## config.mk

```make
export PLATFORM = sky130hd
export DESIGN_NAME = fifo_burst_scheduler_flat
export DESIGN_NICKNAME = d
export VERILOG_FILES = /design/src/rtl/fifo_burst_scheduler_pkg.sv /design/src/rtl/fifo_burst_scheduler_if.sv /design/src/rtl/fifo_burst_output_stage.sv /design/src/rtl/fifo_burst_scheduler.sv /design/src/flat_wrapper.sv
export SDC_FILE = /design/constraint.sdc
export NUM_CORES = 1
export LEC_CHECK = 0
export ABC_AREA = 1
export BUFFER_PORTS_ARGS = -buffer_cell sky130_fd_sc_hd__buf_2
export CAP_MARGIN = 10
export CORE_AREA = 2 2 57 59
export CTS_BUF_LIST = sky130_fd_sc_hd__clkbuf_16
export DETAILED_ROUTE_END_ITERATION = 8
export DIE_AREA = 0 0 59 61
export SLEW_MARGIN = 20
export SYNTH_ARGS = -nofsm -noshare
export SYNTH_HDL_FRONTEND = slang
export SYNTH_SLANG_ARGS = --single-unit
```

## constraint.sdc

```tcl
create_clock -name clock -period 1.82 [get_ports clock]
set_clock_uncertainty 0.15 [all_clocks]
set_input_delay 0.273 -clock clock [delete_from_list [all_inputs] [get_ports clock]]
set_output_delay 0.273 -clock clock [all_outputs]
set_load 0.01 [all_outputs]
```

## src/rtl/fifo_burst_scheduler_pkg.sv

```systemverilog
// Shared types and helpers for the FIFO burst scheduler.
// Latency: none (types and a pure function only).
// Backpressure: not applicable.
package fifo_burst_scheduler_pkg;

   typedef enum logic {
      IDLE  = 1'b0,
      BURST = 1'b1
   } state_t;

   // Clamp the requested burst length into 1..depth; a request of 0 means single beats.
   function automatic int unsigned effective_size(input int unsigned size, input int unsigned depth);
      if (size == 0) begin
         return 1;
      end else if (size > depth) begin
         return depth;
      end else begin
         return size;
      end
   endfunction

endpackage

```

## src/rtl/fifo_burst_scheduler_if.sv

```systemverilog
// Bundle of FIFO read-port, control and output stream signals for the burst scheduler.
// Latency: none (wiring only).
// Backpressure: out_ready from the consumer, carried through to the scheduler.
interface fifo_burst_scheduler_if #(
   parameter int WIDTH         = 8,
   parameter int DEPTH_LOG2    = 2,
   parameter int TIMEOUT_WIDTH = 8
);
   logic [DEPTH_LOG2:0]    burst_size;
   logic [TIMEOUT_WIDTH-1:0] timeout_cycles;
   logic [DEPTH_LOG2:0]    fifo_level;
   logic                   fifo_empty;
   logic                   fifo_read_enable;
   logic [WIDTH-1:0]       fifo_read_data;
   logic                   out_valid;
   logic                   out_ready;
   logic [WIDTH-1:0]       out_data;
   logic                   out_first;
   logic                   out_last;
   logic [DEPTH_LOG2:0]    burst_length;
   logic                   busy;
   logic                   burst_error;

   // Scheduler side.
   modport master (
      input  burst_size, timeout_cycles, fifo_level, fifo_empty, fifo_read_data, out_ready,
      output fifo_read_enable, out_valid, out_data, out_first, out_last,
             burst_length, busy, burst_error
   );

   // Environment side: FIFO, configuration and consumer.
   modport slave (
      output burst_size, timeout_cycles, fifo_level, fifo_empty, fifo_read_data, out_ready,
      input  fifo_read_enable, out_valid, out_data, out_first, out_last,
             burst_length, busy, burst_error
   );
endinterface

```

## src/rtl/fifo_burst_output_stage.sv

```systemverilog
// One-entry valid/ready output register carrying data plus first/last markers.
// Latency: 1 cycle from load to valid.
// Backpressure: holds contents while valid && !ready; free = empty or draining this cycle.
module fifo_burst_output_stage #(
   parameter int WIDTH = 8
) (
   input  logic             clock,
   input  logic             resetn,
   input  logic             load,
   input  logic [WIDTH-1:0] in_data,
   input  logic             in_first,
   input  logic             in_last,
   input  logic             ready,
   output logic             valid,
   output logic [WIDTH-1:0] data,
   output logic             first,
   output logic             last,
   output logic             free
);

   assign free = !valid || ready;

   // Capture a popped beat, or retire the held beat once the consumer takes it.
   always_ff @(posedge clock) begin
      if (!resetn) begin
         valid <= 1'b0;
         data  <= '0;
         first <= 1'b0;
         last  <= 1'b0;
      end else if (load) begin
         valid <= 1'b1;
         data  <= in_data;
         first <= in_first;
         last  <= in_last;
      end else if (ready) begin
         valid <= 1'b0;
      end
   end

endmodule

```

## src/rtl/fifo_burst_scheduler.sv

```systemverilog
// Reads a FIFO in bursts of clamped length onto a registered valid/ready stream with first/last
// markers; optional idle timeout flushes partial bursts (FIFO_BURST_SCHEDULER_TIMEOUT_EN).
// Latency: level seen -> first pop next cycle -> beat valid the cycle after; backpressure stalls pops.
module fifo_burst_scheduler
   import fifo_burst_scheduler_pkg::*;
#(
   parameter int WIDTH         = 8,
   parameter int DEPTH         = 4,
   parameter int DEPTH_LOG2    = $clog2(DEPTH),
   parameter int TIMEOUT_WIDTH = 8
) (
   input  logic                   clock,
   input  logic                   resetn,
   fifo_burst_scheduler_if.master bus
);

   localparam int LEN_W = DEPTH_LOG2 + 1;
   typedef logic [LEN_W-1:0] len_t;

   state_t state;
   len_t   remaining;
   len_t   eff_size;
   len_t   start_len;
   logic   start_full;
   logic   start_timeout;
   logic   burst_start;
   logic   stage_free;
   logic   pop;
   logic   truncate;

   assign eff_size    = len_t'(effective_size(32'(bus.burst_size), DEPTH));
   assign start_full  = (state == IDLE) && (bus.fifo_level >= eff_size);
   assign burst_start = start_full || start_timeout;
   assign start_len   = start_full ? eff_size : bus.fifo_level;

`ifdef FIFO_BURST_SCHEDULER_TIMEOUT_EN
   logic [TIMEOUT_WIDTH-1:0] timeout_count;
   logic [TIMEOUT_WIDTH:0]   count_next;

   assign count_next    = {1'b0, timeout_count} + (TIMEOUT_WIDTH + 1)'(1);
   // A zero level with a non-empty flag would launch an empty burst, so require real data.
   assign start_timeout = (state == IDLE) && !start_full && !bus.fifo_empty &&
                          (bus.fifo_level != '0) && (bus.timeout_cycles != '0) &&
                          (count_next == {1'b0, bus.timeout_cycles});

   // Count idle cycles spent holding a partial burst; saturate rather than wrap.
   always_ff @(posedge clock) begin
      if (!resetn) begin
         timeout_count <= '0;
      end else if (state != IDLE || bus.fifo_empty || burst_start) begin
         timeout_count <= '0;
      end else if (bus.fifo_level < eff_size && timeout_count != '1) begin
         timeout_count <= timeout_count + TIMEOUT_WIDTH'(1);
      end
   end
`else
   assign start_timeout = 1'b0;
`endif

   // No pop while held in reset, so the FIFO never loses a word to a beat that gets dropped.
   assign pop      = resetn && (state == BURST) && (remaining != '0) &&
                     !bus.fifo_empty && stage_free;
   assign truncate = (state == BURST) && (remaining != '0) && bus.fifo_empty;

   assign bus.fifo_read_enable = pop;

   // Burst sequencing: launch on level or timeout, count pops down, abort on an emptied FIFO.
   always_ff @(posedge clock) begin
      if (!resetn) begin
         state            <= IDLE;
         remaining        <= '0;
         bus.burst_length <= '0;
         bus.busy         <= 1'b0;
         bus.burst_error  <= 1'b0;
      end else begin
         bus.burst_error <= 1'b0;
         case (state)
            IDLE: begin
               if (burst_start) begin
                  state            <= BURST;
                  remaining        <= start_len;
                  bus.burst_length <= start_len;
                  bus.busy         <= 1'b1;
               end
            end
            BURST: begin
               if (pop) begin
                  remaining <= remaining - len_t'(1);
                  if (remaining == len_t'(1)) begin
                     state    <= IDLE;
                     bus.busy <= 1'b0;
                  end
               end else if (truncate) begin
                  state           <= IDLE;
                  remaining       <= '0;
                  bus.busy        <= 1'b0;
                  bus.burst_error <= 1'b1;
               end
            end
            default: begin
               state    <= IDLE;
               bus.busy <= 1'b0;
            end
         endcase
      end
   end

   // The first pop is the one made while nothing has been taken yet from the registered length.
   fifo_burst_output_stage #(
      .WIDTH (WIDTH)
   ) u_output_stage (
      .clock    (clock),
      .resetn   (resetn),
      .load     (pop),
      .in_data  (bus.fifo_read_data),
      .in_first (remaining == bus.burst_length),
      .in_last  (remaining == len_t'(1)),
      .ready    (bus.out_ready),
      .valid    (bus.out_valid),
      .data     (bus.out_data),
      .first    (bus.out_first),
      .last     (bus.out_last),
      .free     (stage_free)
   );

endmodule

```

## src/flat_wrapper.sv

```systemverilog
// flat-port wrapper written by rule: the top's interface ports become plain ports
module fifo_burst_scheduler_flat import fifo_burst_scheduler_pkg::*;
#(
   parameter int WIDTH         = 8,
   parameter int DEPTH         = 4,
   parameter int DEPTH_LOG2    = $clog2(DEPTH),
   parameter int TIMEOUT_WIDTH = 8
)
  (clock, resetn, bus_burst_size, bus_timeout_cycles, bus_fifo_level, bus_fifo_empty, bus_fifo_read_data, bus_out_ready, bus_fifo_read_enable, bus_out_valid, bus_out_data, bus_out_first, bus_out_last, bus_burst_length, bus_busy, bus_burst_error);
  fifo_burst_scheduler_if #(.WIDTH(WIDTH), .DEPTH_LOG2(DEPTH_LOG2), .TIMEOUT_WIDTH(TIMEOUT_WIDTH)) bus_i ();
  input  logic clock;
  input  logic resetn;
  input wire logic [$bits(bus_i.burst_size)-1:0] bus_burst_size;
  input wire logic [$bits(bus_i.timeout_cycles)-1:0] bus_timeout_cycles;
  input wire logic [$bits(bus_i.fifo_level)-1:0] bus_fifo_level;
  input wire logic [$bits(bus_i.fifo_empty)-1:0] bus_fifo_empty;
  input wire logic [$bits(bus_i.fifo_read_data)-1:0] bus_fifo_read_data;
  input wire logic [$bits(bus_i.out_ready)-1:0] bus_out_ready;
  output wire logic [$bits(bus_i.fifo_read_enable)-1:0] bus_fifo_read_enable;
  output wire logic [$bits(bus_i.out_valid)-1:0] bus_out_valid;
  output wire logic [$bits(bus_i.out_data)-1:0] bus_out_data;
  output wire logic [$bits(bus_i.out_first)-1:0] bus_out_first;
  output wire logic [$bits(bus_i.out_last)-1:0] bus_out_last;
  output wire logic [$bits(bus_i.burst_length)-1:0] bus_burst_length;
  output wire logic [$bits(bus_i.busy)-1:0] bus_busy;
  output wire logic [$bits(bus_i.burst_error)-1:0] bus_burst_error;
  assign bus_i.burst_size = bus_burst_size;
  assign bus_i.timeout_cycles = bus_timeout_cycles;
  assign bus_i.fifo_level = bus_fifo_level;
  assign bus_i.fifo_empty = bus_fifo_empty;
  assign bus_i.fifo_read_data = bus_fifo_read_data;
  assign bus_i.out_ready = bus_out_ready;
  assign bus_fifo_read_enable = bus_i.fifo_read_enable;
  assign bus_out_valid = bus_i.out_valid;
  assign bus_out_data = bus_i.out_data;
  assign bus_out_first = bus_i.out_first;
  assign bus_out_last = bus_i.out_last;
  assign bus_burst_length = bus_i.burst_length;
  assign bus_busy = bus_i.busy;
  assign bus_burst_error = bus_i.burst_error;
  fifo_burst_scheduler #(.WIDTH(WIDTH), .DEPTH(DEPTH), .DEPTH_LOG2(DEPTH_LOG2), .TIMEOUT_WIDTH(TIMEOUT_WIDTH)) u_core (.clock(clock), .resetn(resetn), .bus(bus_i));
endmodule
```

==> impl_metrics.json <==
{
  "final_common_cell": "buf_2",
  "io_buffers": 34,
  "cts_made_buffers": 3,
  "tritoncts": "built",
  "antenna_cells": 0,
  "ys_ff_latch": 20,
  "critical_path_class": "register to output pin",
  "row_count": 20,
  "antenna_found_initial": 0,
  "clock_latency_ns": 0.25,
  "startpoint_type": "register",
  "die_h_um": 61,
  "period_minus_slack_ns": 1.733,
  "path_clk_slew_ns": 0.06,
  "synth_seq_area_share_pct": 41.03,
  "cap_violations": 0,
  "nFillCells": 316,
  "grt_setup_unrepaired": "no",
  "p_per_area_mw_per_mm2": 1089,
  "yosys.area.top_type": "dfxtp_1",
  "gp_congestion": 0.7697,
  "grt_pass1_vias": 860,
  "firstDrtPassIters": 4,
  "grt_remaining_overflow": 0,
  "crit_fanout": 3,
  "finalSetupViolCount": 0,
  "max-slew-margin-rel_pct": 84.57,
  "clk_path_buf_depth": 2,
  "synth_cells": 128,
  "areaGrowthSynthToFinish_pct": 36.28,
  "grt.total_usage_pct": 13.99,
  "vias_per_cell": 4.750,
  "die_w_um": 59,
  "ys_types": 17,
  "syn_area_um2": 975.9,
  "wirelength_um": 2253,
  "syn_nets": 160,
  "drc_errors": 0,
  "synthTopCellsByArea": "dfxtp_1, nand2_1, ha_1",
  "grt_pass1_wl_um": 3739,
  "initial_core_util_pct": 33.05,
  "hold_path_class": "input pin to register",
  "worst_pin_slew_ns": 0.2312,
  "cts_sinks": 20,
  "ir_drop_mv": 0.5701,
  "cp.required_ns": 1.40,
  "postSynthAreaPerCell_um2": 7.625,
  "cp-end-kind": "output pin",
  "htreeDepth": 1,
  "hold_viol": 0,
  "final_area_mm2": 0.001330,
  "die-area_mm2": 0.003599,
  "boundaryPins": 43,
  "fmax_mhz": 577.2,
  "placed_cell_area_mm2": 0.001206,
  "p_leak_nw": 0.6636,
  "yosysWarnings": 0,
  "tns_ns": 0,
  "finalPower_mw": 1.449,
  "grt_max_degree": 15,
  "vias": 969,
  "core_mm2": 0.002953,
  "nets": 204,
  "synth_top_cell_area_share_pct": 41.03,
  "final_cell_mix": "buf_2, nand2_1, nor2_1, dfxtp_1, o21ai_0",
  "drtIter0Drc": 34,
  "layout_worst_path_cycle_share_pct": 95.19,
  "dp_hpwl_um": 1788,
  "detail-route-antenna-nets": 0,
  "maxSlewViolCount": 0,
  "status": "complete, no violations",
  "final_layout_size_suffix_gt1_share_pct": 31.58,
  "final_util_pct": 45.04,
  "wire_per_inst_um": 11.04,
  "root_buffer": "clkbuf_16",
  "cp.arrival_ns": 1.31
}
through the flow:
step,setup WS (ns),hold slack [ns],std cells
6_report,0.08746,0.1256,204
5_1_grt,0.004807,0.1520,204
4_1_cts,0.01668,0.1274,203
3_5_place_dp,0.01810,0.3080,198
3_3_place_gp,0.08353,0.3085,198
2_1_floorplan,0.2262,0.2437,128
cell usage after synthesis:
master / number
xnor2_1: 4
nand3_1: 5
nand4_1: 2
a21oi_1: 12
ha_1: 6
o22ai_2: 1
a21oi_2: 1
o21ai_0: 13
buf_6: 2
dfxtp_1: 20
nand3_4: 1
inv_2: 2
nor2_1: 20
nand2_1: 26
inv_1: 11
a21oi_4: 1
buf_1: 1
power breakdown:
group          internal, mW  switching [mW]  total, mW
sequential            0.480          0.0315      0.511
combinational         0.148           0.194      0.342
clock                 0.436           0.159      0.595
cells by family (layout without fill, tap and decap cells):
kind of cell / after synthesis / count (layout) / synth area share (%)
AO/OA/AOI/OAI: 28 / 28 / 16.67
buffers and inverters: 16 / 59 / 7.692
AND/OR/NAND/NOR: 54 / 54 / 23.33
flip-flops: 20 / 20 / 41.03
XOR/XNOR: 4 / 4 / 3.589
adder cells (fa/ha/maj): 6 / 6 / 7.692
repair_timing:
action / CTS / global route
setup buffers: 1 / 1
hold buffers: 0 / 0
resized for setup: 1 / 1
setup endpoints to repair: 1 / 5
hold endpoints to repair: 0 / 0
pin swaps: 1 / 1
layer usage:
| layer | share of wire, % | global-route usage [%] |
|---|---|---|
| met1 | 44 | 16.41 |
| met2 | 48 | 24.29 |
| met3 | 5.9 | 2.985 |
| met4 | 1.7 | 6.818 |
| met5 | 0 | 0 |
cell type report:
class | count | area [µm²] | share of cell area [%]
clock inverter | 1 | 30.03 | 2.258
sequential | 20 | 401.6 | 30.20
multi-input combinational | 92 | 503.0 | 37.82
clock buffer | 3 | 75.07 | 5.644
tap | 33 | 41.29 | 3.104
timing repair buffer | 42 | 230.2 | 17.31
inverter | 13 | 48.80 | 3.669
critical path, cell delays in order, from the launching register on:
cell and delay [ns]:
dfxtp_2 0.35, inv_1 0.07, ha_2 0.20, a21oi_4 0.16, nand3_4 0.09, inv_2 0.07, buf_2 0.12
sequential cells by signal, indices dropped and copies added (netlist names):
signal	flops
u_core.bus.burst_error	1
u_core.u_output_stage.last	1
u_core.u_output_stage.first	1
u_core.bus.burst_length	3
u_core.bus.busy	1
u_core.u_output_stage.data	8
u_core.u_output_stage.valid	1
u_core.remaining	3
u_core.state	1
worst paths after layout:
check / startpoint / end / slack, ns / cells past startpoint
worst min register to register: u_core.bus.busy / u_core.bus.busy / 0.31 / 2
worst max-delay path: u_core.remaining[1] / bus_fifo_read_enable / 0.09 / 6
worst max register to register: u_core.remaining[1] / u_core.remaining[1] / 0.12 / 9
worst min-delay path: bus_fifo_read_data[4] / u_core.u_output_stage.data[4] / 0.13 / 3
Power figures use the tool's default switching activity.
